$ cat config.mk
export PLATFORM = sky130hd
export DESIGN_NAME = sram_stream_reader
export DESIGN_NICKNAME = d
export VERILOG_FILES = /design/src/rtl/sram_stream_reader.sv
export SDC_FILE = /design/constraint.sdc
export NUM_CORES = 1
export LEC_CHECK = 0
export ABC_AREA = 1
export BUFFER_PORTS_ARGS = -buffer_cell sky130_fd_sc_hd__buf_4
export CORE_AREA = 2 2 118 165
export DETAILED_ROUTE_END_ITERATION = 7
export DIE_AREA = 0 0 120 167
export MAX_ROUTING_LAYER = met4
export PLACE_DENSITY = 0.72
export SKIP_LAST_GASP = 1
export SYNTH_ARGS = -nofsm -noshare
export SYNTH_HDL_FRONTEND = slang
export SYNTH_SLANG_ARGS = --single-unit
$ cat constraint.sdc
create_clock -name clock -period 3.3 [get_ports clock]
set_input_delay 0 -clock clock [delete_from_list [all_inputs] [get_ports clock]]
set_output_delay 0 -clock clock [all_outputs]
set_load 0.05 [all_outputs]
$ cat src/rtl/sram_stream_reader.sv
// sram_stream_reader: Avalon-MM read master that streams a contiguous block of words out of
// the shared SRAM into a local FIFO and presents them on a ready/valid stream.
//
// A start command latches a base address and word count. Reads are then issued back to back
// while credit is available: outstanding reads plus buffered words must stay below FIFO_DEPTH.
// Returned data is pushed into the FIFO, and cmd_done pulses once every issued read is back.
//
// Ports:
//   clock, reset_n        system clock, asynchronous active-low reset
//   cmd_start/addr/len    start pulse (sampled only when idle), first word address, word count
//   cmd_abort             abort request (only with SRAM_STREAM_READER_ABORT_EN defined)
//   cmd_busy, cmd_done    busy while a transfer runs; one-cycle completion pulse
//   err_unexpected        sticky: read data arrived with no read outstanding
//   m_*                   Avalon-MM read master towards the SRAM arbiter
//   out_data/valid/ready  output stream; out_data is the FIFO head
//
// Optional feature: define SRAM_STREAM_READER_ABORT_EN to add cmd_abort.
module sram_stream_reader #(
  parameter int unsigned ADDR_WIDTH = 20,
  parameter int unsigned DATA_WIDTH = 16,
  parameter int unsigned BE_WIDTH   = DATA_WIDTH / 8,
  parameter int unsigned LEN_WIDTH  = 16,
  parameter int unsigned FIFO_DEPTH = 8
) (
  input  logic                  clock,
  input  logic                  reset_n,
  input  logic                  cmd_start,
  input  logic [ADDR_WIDTH-1:0] cmd_addr,
  input  logic [LEN_WIDTH-1:0]  cmd_len,
`ifdef SRAM_STREAM_READER_ABORT_EN
  input  logic                  cmd_abort,
`endif
  output logic                  cmd_busy,
  output logic                  cmd_done,
  output logic                  err_unexpected,
  output logic [ADDR_WIDTH-1:0] m_address,
  output logic [BE_WIDTH-1:0]   m_byteenable,
  output logic                  m_read,
  input  logic [DATA_WIDTH-1:0] m_readdata,
  input  logic                  m_readdataready,
  input  logic                  m_waitrequest,
  output logic [DATA_WIDTH-1:0] out_data,
  output logic                  out_valid,
  input  logic                  out_ready
);

  localparam int unsigned PtrW = (FIFO_DEPTH > 1) ? $clog2(FIFO_DEPTH) : 1;
  localparam int unsigned CntW = PtrW + 1;

  typedef enum logic [1:0] {StIdle, StIssue, StDrain, StDone} state_e;

  state_e                state_q, state_d;
  logic [ADDR_WIDTH-1:0] addr_q, addr_d;
  logic [LEN_WIDTH-1:0]  len_q, len_d;
  logic [LEN_WIDTH-1:0]  issued_q, issued_d, issued_inc;
  logic [CntW-1:0]       outst_q, outst_d;
  logic                  err_q, err_d;
  logic                  discard_q, discard_d;

  logic [DATA_WIDTH-1:0] mem_q [FIFO_DEPTH];
  logic [PtrW-1:0]       wr_ptr_q, rd_ptr_q;
  logic [CntW-1:0]       count_q;

  logic abort;
  logic abort_act;
  logic accept;
  logic resp_ok;
  logic push;
  logic pop;
  logic credit;
  logic last_accept;

`ifdef SRAM_STREAM_READER_ABORT_EN
  assign abort = cmd_abort;
`else
  assign abort = 1'b0;
`endif

  // Abort only matters while reads are in flight.
  assign abort_act = abort && ((state_q == StIssue) || (state_q == StDrain));

  // Outstanding plus buffered words can never exceed the FIFO, so a push always has room.
  assign credit = ((CntW + 1)'(outst_q) + (CntW + 1)'(count_q)) < (CntW + 1)'(FIFO_DEPTH);

  // While stalled, credit cannot shrink (a push trades one outstanding for one buffered word),
  // so the request stays asserted until accepted.
  assign m_read      = (state_q == StIssue) && credit;
  assign accept      = m_read && !m_waitrequest;
  assign resp_ok     = m_readdataready && (outst_q != '0);
  assign push        = resp_ok && !discard_q && !abort_act;
  assign pop         = out_valid && out_ready;
  assign issued_inc  = issued_q + LEN_WIDTH'(1);
  assign last_accept = accept && (issued_inc == len_q);

  assign cmd_busy       = (state_q != StIdle);
  assign cmd_done       = (state_q == StDone);
  assign err_unexpected = err_q;
  assign m_address      = addr_q;
  assign m_byteenable   = '1;
  assign out_valid      = (count_q != '0);
  assign out_data       = mem_q[rd_ptr_q];

  always_comb begin
    state_d   = state_q;
    addr_d    = addr_q;
    len_d     = len_q;
    issued_d  = issued_q;
    outst_d   = outst_q;
    err_d     = err_q;
    discard_d = discard_q;

    unique case ({accept, resp_ok})
      2'b10:   outst_d = outst_q + CntW'(1);
      2'b01:   outst_d = outst_q - CntW'(1);
      default: outst_d = outst_q;
    endcase

    if (accept) begin
      addr_d   = addr_q + ADDR_WIDTH'(1);
      issued_d = issued_inc;
    end

    if (abort_act) begin
      discard_d = 1'b1;
    end

    unique case (state_q)
      StIdle: begin
        if (cmd_start) begin
          addr_d    = cmd_addr;
          len_d     = cmd_len;
          issued_d  = '0;
          outst_d   = '0;
          err_d     = 1'b0;
          discard_d = 1'b0;
          state_d   = (cmd_len == '0) ? StDone : StIssue;
        end
      end
      StIssue: begin
        if (last_accept) begin
          state_d = StDrain;
        end else if ((abort || discard_q) && !(m_read && m_waitrequest)) begin
          // A stalled request must be accepted before the abort can take effect.
          state_d = StDrain;
        end
      end
      StDrain: begin
        // Looking at the next count lets cmd_done follow the last response by one cycle.
        if (outst_d == '0) begin
          state_d = StDone;
        end
      end
      StDone: begin
        state_d = StIdle;
      end
      default: begin
        state_d = StIdle;
      end
    endcase

    // Setting takes priority over the clear from a start in the same cycle.
    if (m_readdataready && (outst_q == '0)) begin
      err_d = 1'b1;
    end
  end

  always_ff @(posedge clock or negedge reset_n) begin
    if (!reset_n) begin
      state_q   <= StIdle;
      addr_q    <= '0;
      len_q     <= '0;
      issued_q  <= '0;
      outst_q   <= '0;
      err_q     <= 1'b0;
      discard_q <= 1'b0;
    end else begin
      state_q   <= state_d;
      addr_q    <= addr_d;
      len_q     <= len_d;
      issued_q  <= issued_d;
      outst_q   <= outst_d;
      err_q     <= err_d;
      discard_q <= discard_d;
    end
  end

  always_ff @(posedge clock or negedge reset_n) begin
    if (!reset_n) begin
      wr_ptr_q <= '0;
      rd_ptr_q <= '0;
      count_q  <= '0;
      for (int unsigned i = 0; i < FIFO_DEPTH; i++) begin
        mem_q[i] <= '0;
      end
    end else if (abort_act) begin
      wr_ptr_q <= '0;
      rd_ptr_q <= '0;
      count_q  <= '0;
    end else begin
      if (push) begin
        mem_q[wr_ptr_q] <= m_readdata;
        wr_ptr_q        <= wr_ptr_q + PtrW'(1);
      end
      if (pop) begin
        rd_ptr_q <= rd_ptr_q + PtrW'(1);
      end
      unique case ({push, pop})
        2'b10:   count_q <= count_q + CntW'(1);
        2'b01:   count_q <= count_q - CntW'(1);
        default: count_q <= count_q;
      endcase
    end
  end

endmodule
==> impl_metrics.json, run 1 <==
{
  "clk_pin_slew_ns": 0.08,
  "combPwrFrac": 0.493,
  "synth_warnings": 0,
  "p_leak_nw": 5.881,
  "max_freq_mhz": 339.0,
  "power.density_nw_per_um2": 1039,
  "postSynthAreaPerCell_um2": 7.959,
  "cts_resized": 0,
  "finalWirelength_um": 25510,
  "layout-drive-gt1-share": 0.1259,
  "insertion_delay_ns": 0.43,
  "final_common_cell": "nand2_1",
  "fp.dieW_um": 120,
  "timing.rr.start": "outst_q[0]",
  "final_cell_mix": "nand2_1, o21ai_0, dfrtp_1, nor2_1, buf_4",
  "vias": 8871,
  "setup_violations": 0,
  "swShare": 0.4764,
  "cts_buffer_depth": 2,
  "drt_iter0_drc": 708,
  "final.min_clock_period_ns": 2.950,
  "hold_start": "cmd_start",
  "regArea_um2": 4931,
  "worstSetupPathType": "reg2reg",
  "end_kind": "flip-flop",
  "status": "complete, no violations",
  "grt_pass1_vias": 8793,
  "drv_slew": 0,
  "netlist_instances": 1261,
  "worstReg2RegEnd": "state_q[1]",
  "gp_congestion": 0.9174,
  "rrSetupSlack_ns": 0.35,
  "synth-seq-cells": 197,
  "async_flop_share": 1.000,
  "grt_overflow": 0,
  "antennaDiodeCount": 0,
  "cts.sink_count": 197,
  "pwr-share-clk": 0.164,
  "hold_depth": 4,
  "worst_pin_slew_ns": 0.8388,
  "initial_core_util": 0.5416,
  "stdcell_count": 1650,
  "area_growth_pct": 21.41,
  "tns_ns": 0,
  "irDropWorstVdd_mv": 1.202,
  "wl_per_cell_um": 15.46,
  "slew-limit-headroom": 0.4408,
  "drt-pass1-iter-count": 5,
  "timing.max_cap.violations": 0,
  "core_area_um2": 18530,
  "antenna_found_initial": 0,
  "grt_setup_unrepaired": "false",
  "viasPerCell": 5.376,
  "dp_cells": 1561,
  "hold-path-endpoint": "err_unexpected",
  "cp_max_fo": 13,
  "synth.cell_area_um2": 10040,
  "numCtsBuffers": 17,
  "dieHeight_um": 167,
  "synth_top_cell_area_share": 0.4912,
  "die_area_um2": 20040,
  "pwr-share-seq": 0.343,
  "cp.arrival_ns": 3.26,
  "hold_class": "in2reg",
  "clock_skew_ns": 0.01087,
  "clock-root-buffer": "clkbuf_16",
  "rows": 59,
  "r2r_cells": 17,
  "synth.distinct_cells": 39,
  "hold_viol_final": 0,
  "ys_seq_area_frac": 0.4912,
  "drc": 0,
  "port_buffers": 98,
  "dp_hpwl_um": 16200,
  "multi_input_area_um2": 4484,
  "antenna_left": 0,
  "pin_count": 101,
  "ctsHtreeMaxLevel": 4,
  "period_share": 0.8940,
  "yosys.area.top_type": "dfrtp_1",
  "p_switching_w": 0.006029,
  "synth_edf_count": 0,
  "grt_pass1_wl_um": 42850,
  "nFillCells": 1545,
  "grt_max_degree": 97,
  "synth_ff_type": "dfrtp_1",
  "p_int_w": 0.006626,
  "netlist_top_cells_area": "dfrtp_1, o21ai_0, nand2_1, nor2_1, inv_1",
  "final_nets": 1470,
  "worst_setup_path_start_kind": "flip-flop",
  "worstPathRequired_ns": 3.61,
  "grt_usage": 0.2733,
  "cts_tree": "built"
}
==> timing repair <==
item	4_1_cts	5_1_grt
hold buffers	57	0
setup buffers	0	0
endpoints found under the hold margin	270	0
==> power by group through the flow <==
stage / logic (W) / registers [W] / clock network [W]
2_1_floorplan: 0.00413 / 0.00456 / 0
3_3_place_gp: 0.00605 / 0.00434 / 0
3_5_place_dp: 0.00615 / 0.00436 / 0
4_1_cts: 0.00625 / 0.00433 / 0.00212
5_1_grt: 0.00694 / 0.00449 / 0.00222
6_report: 0.00624 / 0.00434 / 0.00208
==> logic make-up after synthesis <==
group | share of synthesized area
DFF | 0.4912
and+or+nand+nor | 0.2275
other | 0.0003737
muxes | 0.008977
xor gates and xnor gates | 0.03167
buffers and inverters | 0.06258
AOI/OAI and AO/OA | 0.1532
adders and majority gates | 0.02444
==> critical path: stages, from the launching register on <==
cell and delay (ns):
dfrtp_1 0.47, nor2_1 0.13, nand3_1 0.09, nand2_1 0.15
inv_1 0.21, ha_1 0.31, xor2_1 0.18, ha_1 0.20
a21oi_1 0.18, nand2_1 0.08, nand3_1 0.09, o21ai_0 0.10
nor2_1 0.12, nand3_1 0.08, a21oi_1 0.25, nand2_2 0.09
nand2_1 0.06, nand2_1 0.05
==> Yosys cell counts (2+ instances only) <==
| library cell | n |
|---|---|
| nand2_2 | 8 |
| nand2_1 | 280 |
| inv_2 | 2 |
| o211ai_1 | 2 |
| nand3_1 | 47 |
| inv_1 | 101 |
| nor3_1 | 5 |
| nand3_2 | 2 |
| xnor2_1 | 12 |
| mux2i_1 | 9 |
| nor4_1 | 4 |
| nor2_2 | 6 |
| ha_1 | 18 |
| nor2_4 | 4 |
| o21ai_0 | 238 |
| clkbuf_1 | 56 |
| a31oi_1 | 22 |
| or2_2 | 2 |
| buf_1 | 3 |
| nand3b_1 | 3 |
| o22ai_1 | 16 |
| buf_4 | 2 |
| a21oi_1 | 13 |
| xor2_1 | 19 |
| nor2_1 | 158 |
| dfrtp_1 | 197 |
| nand4_1 | 20 |
==> worst max path at each step <==
stage,from,to,slack [ns],cells after the start
after floorplan,outst_q[1],state_q[0],0.28,17
after global placement,outst_q[1],state_q[0],0.52,18
after detailed placement,outst_q[1],state_q[1],0.43,18
after CTS,outst_q[1],state_q[1],0.39,18
after global routing,outst_q[0],state_q[0],0.08,18
final,outst_q[0],state_q[1],0.35,17
==> per-stage QoR <==
stage / worst slack (ns) / hold WS (ns) / cell area (um2) / total power [W] / utilization
2_1_floorplan: 0.2790 / -0.2956 / 10040 / 0.008696 / -
3_3_place_gp: 0.5242 / 0.1497 / 11000 / 0.01039 / 0.5939
3_5_place_dp: 0.4341 / 0.1479 / 11000 / 0.01051 / 0.5939
4_1_cts: 0.3932 / 0.1011 / 12180 / 0.01270 / 0.6576
5_1_grt: 0.08090 / 0.1273 / 12180 / 0.01365 / 0.6576
6_report: 0.3499 / 0.1237 / 12180 / 0.01265 / 0.6576
==> cell type report <==
cell class / instances / share of cell area
Tap cell: 244 / 0.02506
Clock buffer: 18 / 0.03522
Clock inverter: 14 / 0.01479
Inverter: 103 / 0.03173
Timing Repair Buffer: 174 / 0.1205
Sequential cell: 197 / 0.4047
Multi-Input combinational cell: 900 / 0.3680
==> registers in the layout, indices dropped and copies added, names as in the netlist, 3 cells and up <==
register   flops
issued_q      16
wr_ptr_q       3
len_q         16
m_address     20
outst_q        4
rd_ptr_q       3
mem_q        128
count_q        4
==> metal layers <==
metal  wire (um)  track usage
met5           0            -
met4         450      0.07928
met3        1191      0.04315
met2       13140       0.4721
met1       10730       0.3292
Power figures use the tool's default switching activity.
==> run 2: changes to the inputs <==
- CORE_AREA: 2 2 118 165 -> 2 2 128 180
- DIE_AREA: 0 0 120 167 -> 0 0 130 182
- PLACE_DENSITY: 0.72 -> 0.62
==> run 2 against run 1 <==
Against the previous run:
- total power grew 1.1%
- clock-buffer cell count rose by 5
- cell area rose by 0.74%
- sequential cell count unchanged
- setup slack gained 0.036 ns
- maximum frequency is 1.2% higher
- first-iteration DRC count is 31% lower
- cell count grew 3.4%
- sequential share of layout area down 0.30 points
- die area is 18% higher
- critical path type unchanged
- critical endpoint is now state_q[0]
- largest power group unchanged
==> impl_metrics.json, run 2 (synthesis gave the netlist of run 1 again) <==
{
  "worstPathRequired_ns": 3.63,
  "worst_setup_path_start_kind": "flip-flop",
  "tns_ns": 0,
  "antennaDiodeCount": 0,
  "clk_pin_slew_ns": 0.07,
  "insertion_delay_ns": 0.43,
  "period_share": 0.8832,
  "regArea_um2": 4931,
  "worstSetupPathType": "reg2reg",
  "p_leak_nw": 5.891,
  "port_buffers": 98,
  "grt_overflow": 0,
  "drv_slew": 0,
  "cts_buffer_depth": 2,
  "clock-root-buffer": "clkbuf_16",
  "multi_input_area_um2": 4484,
  "cp_common_cell": "nand2_1",
  "layout-drive-gt1-share": 0.1260,
  "dp_hpwl_um": 17130,
  "ctsHtreeMaxLevel": 4,
  "cp_cell_sequence": "ha_1 -> nand3_1 -> nand2_1 -> nand2_1 -> nand3b_1 -> ha_1 -> xor2_1 -> ha_1 -> a21oi_1 -> nand2_1 -> nand3_1 -> o21ai_0 -> nor2_1 -> nand3_1 -> a21oi_1 -> nand2_2 -> nand2_1 -> nand2_1",
  "largest_reg_flops": 128,
  "drc": 0,
  "grt_pass1_wl_um": 43430,
  "clock_skew_ns": 0.007050,
  "end_kind": "flip-flop",
  "pin_count": 101,
  "critPathMaxStageDelay_ns": 0.46,
  "initial_core_util": 0.4520,
  "cts_setup_buffers": 0,
  "rows": 65,
  "hold_class": "in2reg",
  "status": "complete, no violations",
  "grt_max_degree": 97,
  "antenna_found_initial": 0,
  "cts.sink_count": 197,
  "die_area_um2": 23660,
  "max_freq_mhz": 343.1,
  "final_cell_mix": "nand2_1, o21ai_0, dfrtp_1, nor2_1, buf_4",
  "irDropWorstVdd_mv": 1.366,
  "final_nets": 1469,
  "final_common_cell": "nand2_1",
  "antenna_left": 0,
  "finalWirelength_um": 26330,
  "setup_violations": 0,
  "gp_congestion": 0.8649,
  "post-route-util": 0.5528,
  "numCtsBuffers": 17,
  "dieHeight_um": 182,
  "worst_pin_slew_ns": 0.8841,
  "core_area_um2": 22200,
  "grt_setup_unrepaired": "false",
  "slew-limit-headroom": 0.4069,
  "area_growth_pct": 22.30,
  "top_register": "mem_q",
  "cp_slowest_cell": "dfrtp_1",
  "nFillCells": 2120,
  "cp_max_fo": 6,
  "grt_usage": 0.2401,
  "grt_pass1_vias": 8709,
  "fp.dieW_um": 130,
  "viasPerCell": 5.204,
  "cp.arrival_ns": 3.24,
  "wl_per_cell_um": 15.43,
  "cts_tree": "built",
  "final.min_clock_period_ns": 2.914,
  "timing.max_cap.violations": 0,
  "drt_iter0_drc": 490,
  "vias": 8878,
  "hold_viol_final": 0,
  "drt-pass1-iter-count": 6,
  "power.density_nw_per_um2": 1043
}
==> run 2: cell type report <==
class | count | area share
Sequential cell | 197 | 0.4017
Multi-Input combinational cell | 900 | 0.3653
Timing Repair Buffer | 173 | 0.1196
Clock buffer | 23 | 0.03976
Inverter | 103 | 0.03150
Tap cell | 301 | 0.03068
Clock inverter | 9 | 0.01142
==> run 2: routing by layer <==
| layer | share of wire | routed length, um | GRT usage |
|---|---|---|---|
| met4 | 0.019 | 498 | 0.07226 |
| met3 | 0.032 | 852 | 0.03712 |
| met5 | 0 | 0 | - |
| met1 | 0.43 | 11360 | 0.2888 |
| met2 | 0.52 | 13630 | 0.4130 |
==> run 2: report_power, final <==
group | internal [W] | switching, W | leakage (nW)
combinational | 0.00211 | 0.00420 | 3.12
sequential | 0.00349 | 0.000779 | 2.47
clock | 0.00128 | 0.000924 | 0.306
==> run 2: metrics by stage <==
| step | power (W) | setup slack [ns] | cells | cell area [um2] | hold WS, ns |
|---|---|---|---|---|---|
| CTS | 0.01290 | 0.3555 | 1706 | 12270 | 0.05499 |
| global route | 0.01383 | 0.03778 | 1706 | 12270 | 0.09730 |
| global placement | 0.01048 | 0.5280 | 1619 | 11100 | 0.1296 |
| detailed placement | 0.01059 | 0.3612 | 1619 | 11100 | 0.1251 |
| floorplan | 0.008696 | 0.2790 | 1262 | 10040 | -0.2956 |
| finish | 0.01280 | 0.3856 | 1706 | 12270 | 0.05703 |
==> run 2: critical path: cells and delay by family, from the launching register on <==
family	cells	cell delay, ns
compound gates	3	0.50
xor+xnor	1	0.19
simple gates	11	0.87
fa+ha+maj	3	0.79
flops	1	0.46
==> run 2: timing repair <==
action,in CTS,in global routing
endpoints found under the hold margin,259,0
resized for setup,0,0
hold buffers,55,0
==> run 2: path summary, 6_finish.rpt <==
| path | startpoint | to | slack, ns | cells after the start |
|---|---|---|---|---|
| min | cmd_start | state_q[1] | 0.06 | 5 |
| max in group asynchronous | reset_n | m_address[13] | 2.21 | 3 |
| min reg2reg | mem_q[23] | mem_q[23] | 0.48 | 2 |
| max reg2reg | outst_q[1] | state_q[0] | 0.39 | 18 |
| min in group asynchronous | reset_n | issued_q[14] | 0.18 | 2 |
| max | outst_q[1] | state_q[0] | 0.39 | 18 |
==> run 3: changes to the inputs <==
- CORE_AREA: 2 2 128 180 -> 2 2 130 182
- DIE_AREA: 0 0 130 182 -> 0 0 132 184
- PLACE_DENSITY: 0.62 -> 0.61
==> run 3 against run 2 <==
Against the previous run:
- clock-buffer cell count fell by 3
- cell count rose by 0.18%
- first-iteration DRC count fell by 7.8%
- total power fell by 1.4%
- utilization fell by 0.98 points
- clock skew rose by 0.0035 ns
- global-route usage barely moved
==> impl_metrics.json, run 3 (synthesis gave the netlist of run 1 again) <==
{
  "drc": 0,
  "hold_viol_final": 0,
  "combPwrFrac": 0.502,
  "total_power_w": 0.01261,
  "dieHeight_um": 184,
  "period_share": 0.8814,
  "cp_cell_sequence": "ha_1 -> nand3_1 -> nand2_1 -> nand2_1 -> nand3b_1 -> ha_1 -> xor2_2 -> ha_1 -> a21oi_1 -> nand2_1 -> nand3_1 -> o21ai_0 -> nor2_1 -> nand3_1 -> a21oi_2 -> nand2_2 -> nand2_1 -> nand2_1",
  "pin_count": 101,
  "wl_per_cell_um": 15.61,
  "critPathMaxStageDelay_ns": 0.46,
  "worst_setup_path_start_kind": "flip-flop",
  "swShare": 0.4729,
  "p_int_w": 0.006648,
  "setup_violations": 0,
  "crit_buf_inv": 0,
  "die_area_um2": 24290,
  "cts_tree": "built",
  "cp_common_cell": "nand2_1",
  "drt_iter0_drc": 452,
  "final_nets": 1472,
  "tns_ns": 0,
  "cp_max_fo": 6,
  "drt-pass1-iter-count": 5,
  "final.min_clock_period_ns": 2.909,
  "core_area_um2": 22530,
  "rows": 65,
  "top_register": "mem_q",
  "power.density_nw_per_um2": 1031,
  "final_cell_mix": "nand2_1, o21ai_0, dfrtp_1, nor2_1, buf_4",
  "viasPerCell": 5.200,
  "final_cell_area_um2": 12230,
  "largest_reg_flops": 128,
  "grt_max_degree": 91,
  "grt_pass1_vias": 8853,
  "worstReg2RegEnd": "state_q[1]",
  "dp_hpwl_um": 17040,
  "fp.dieW_um": 132,
  "ctsHtreeMaxLevel": 4,
  "insertion_delay_ns": 0.44,
  "multi_input_area_um2": 4496,
  "hold_start": "m_waitrequest",
  "clock-root-buffer": "clkbuf_16",
  "worst_pin_slew_ns": 0.7597,
  "area_growth_pct": 21.90,
  "r2r_cells": 18,
  "cp.arrival_ns": 3.24,
  "nFillCells": 2151,
  "initial_core_util": 0.4455,
  "finalWirelength_um": 26670,
  "irDropWorstVdd_mv": 0.8745,
  "hold_depth": 5,
  "drv_slew": 0,
  "end_kind": "flip-flop",
  "cts_buffer_depth": 2,
  "clk_pin_slew_ns": 0.07,
  "regArea_um2": 4931,
  "final_common_cell": "nand2_1",
  "clock_skew_ns": 0.01054,
  "gp_congestion": 0.8427,
  "p_switching_w": 0.005965,
  "antenna_found_initial": 0,
  "crit_family": "simple AND/OR/NAND/NOR gates",
  "p_leak_nw": 5.856,
  "pwr-share-seq": 0.340,
  "timing.max_cap.violations": 0,
  "cts.sink_count": 197,
  "max_freq_mhz": 343.8,
  "timing.rr.start": "outst_q[1]",
  "worstSetupPathType": "reg2reg",
  "numCtsBuffers": 17,
  "antennaDiodeCount": 0,
  "layout-drive-gt1-share": 0.1314,
  "rrSetupSlack_ns": 0.39,
  "pwr-share-clk": 0.158,
  "vias": 8886,
  "antenna_left": 0,
  "cp_slowest_cell": "dfrtp_1",
  "placed_area_um2": 11090,
  "grt_overflow": 0,
  "grt_pass1_wl_um": 45180,
  "hold-path-endpoint": "m_address[5]",
  "grt_usage": 0.2402,
  "grt_setup_unrepaired": "false",
  "port_buffers": 98,
  "status": "complete, no violations",
  "hold_class": "in2reg",
  "worstPathRequired_ns": 3.63,
  "slew-limit-headroom": 0.4936,
  "critical_path_depth": 18
}
## run 3: per-stage QoR
| stage | hold WS (ns) | cells | setup WS [ns] | util |
|---|---|---|---|---|
| final | 0.06236 | 1709 | 0.3913 | 0.5431 |
| after CTS | 0.05681 | 1707 | 0.3960 | 0.5417 |
| after floorplan | -0.2956 | 1262 | 0.2790 | - |
| after global routing | 0.09404 | 1709 | 0.03470 | 0.5431 |
| after global placement | 0.1344 | 1620 | 0.5147 | 0.4923 |
| after detailed placement | 0.1330 | 1620 | 0.4389 | 0.4923 |
## run 3: worst max path at each step
| stage | start | end |
|---|---|---|
| 3_3_place_gp | outst_q[1] | state_q[1] |
| 3_5_place_dp | outst_q[0] | state_q[1] |
| 6_report | outst_q[1] | state_q[1] |
| 5_1_grt | outst_q[1] | state_q[0] |
| 4_1_cts | outst_q[1] | state_q[1] |
| 2_1_floorplan | outst_q[1] | state_q[0] |
## run 3: power by group through the flow
stage	clock [W]	sequential (W)	combinational, W
floorplan	0	0.00456	0.00413
global placement	0	0.00429	0.00619
detailed placement	0	0.00432	0.00628
CTS	0.00205	0.00428	0.00636
global route	0.00215	0.00443	0.00711
finish	0.00199	0.00429	0.00633
## run 3: worst register-to-register path: stages, from the launching register on
cell      delay (ns)
dfrtp_1         0.46
ha_1            0.32
nand3_1         0.08
nand2_1         0.05
nand2_1         0.09
nand3b_1        0.12
ha_1            0.26
xor2_2          0.18
ha_1            0.19
a21oi_1         0.17
nand2_1         0.08
nand3_1         0.09
o21ai_0         0.11
nor2_1          0.11
nand3_1         0.10
a21oi_2         0.20
nand2_2         0.08
nand2_1         0.06
nand2_1         0.04
## run 3: cell type report
type,count,share of cell area
well taps,301,0.03078
clock inverters,12,0.007875
multi-input cells,900,0.3675
clock buffers,20,0.03815
flip-flops and latches,197,0.4030
repair buffers,176,0.1208
inverters,103,0.03191
## run 3: routing by layer
layer	GRT usage	share of wire	vias up
met5	-	0	-
met4	0.08739	0.028	0
met3	0.03970	0.039	40
met2	0.4163	0.51	208
met1	0.2819	0.43	4242
li1	-	-	4396
## run 3: timing repair
action	CTS	global route
setup endpoints to repair	0	1
setup buffers	0	2
resized for setup	0	3
endpoints found under the hold margin	254	0
hold buffers	55	0
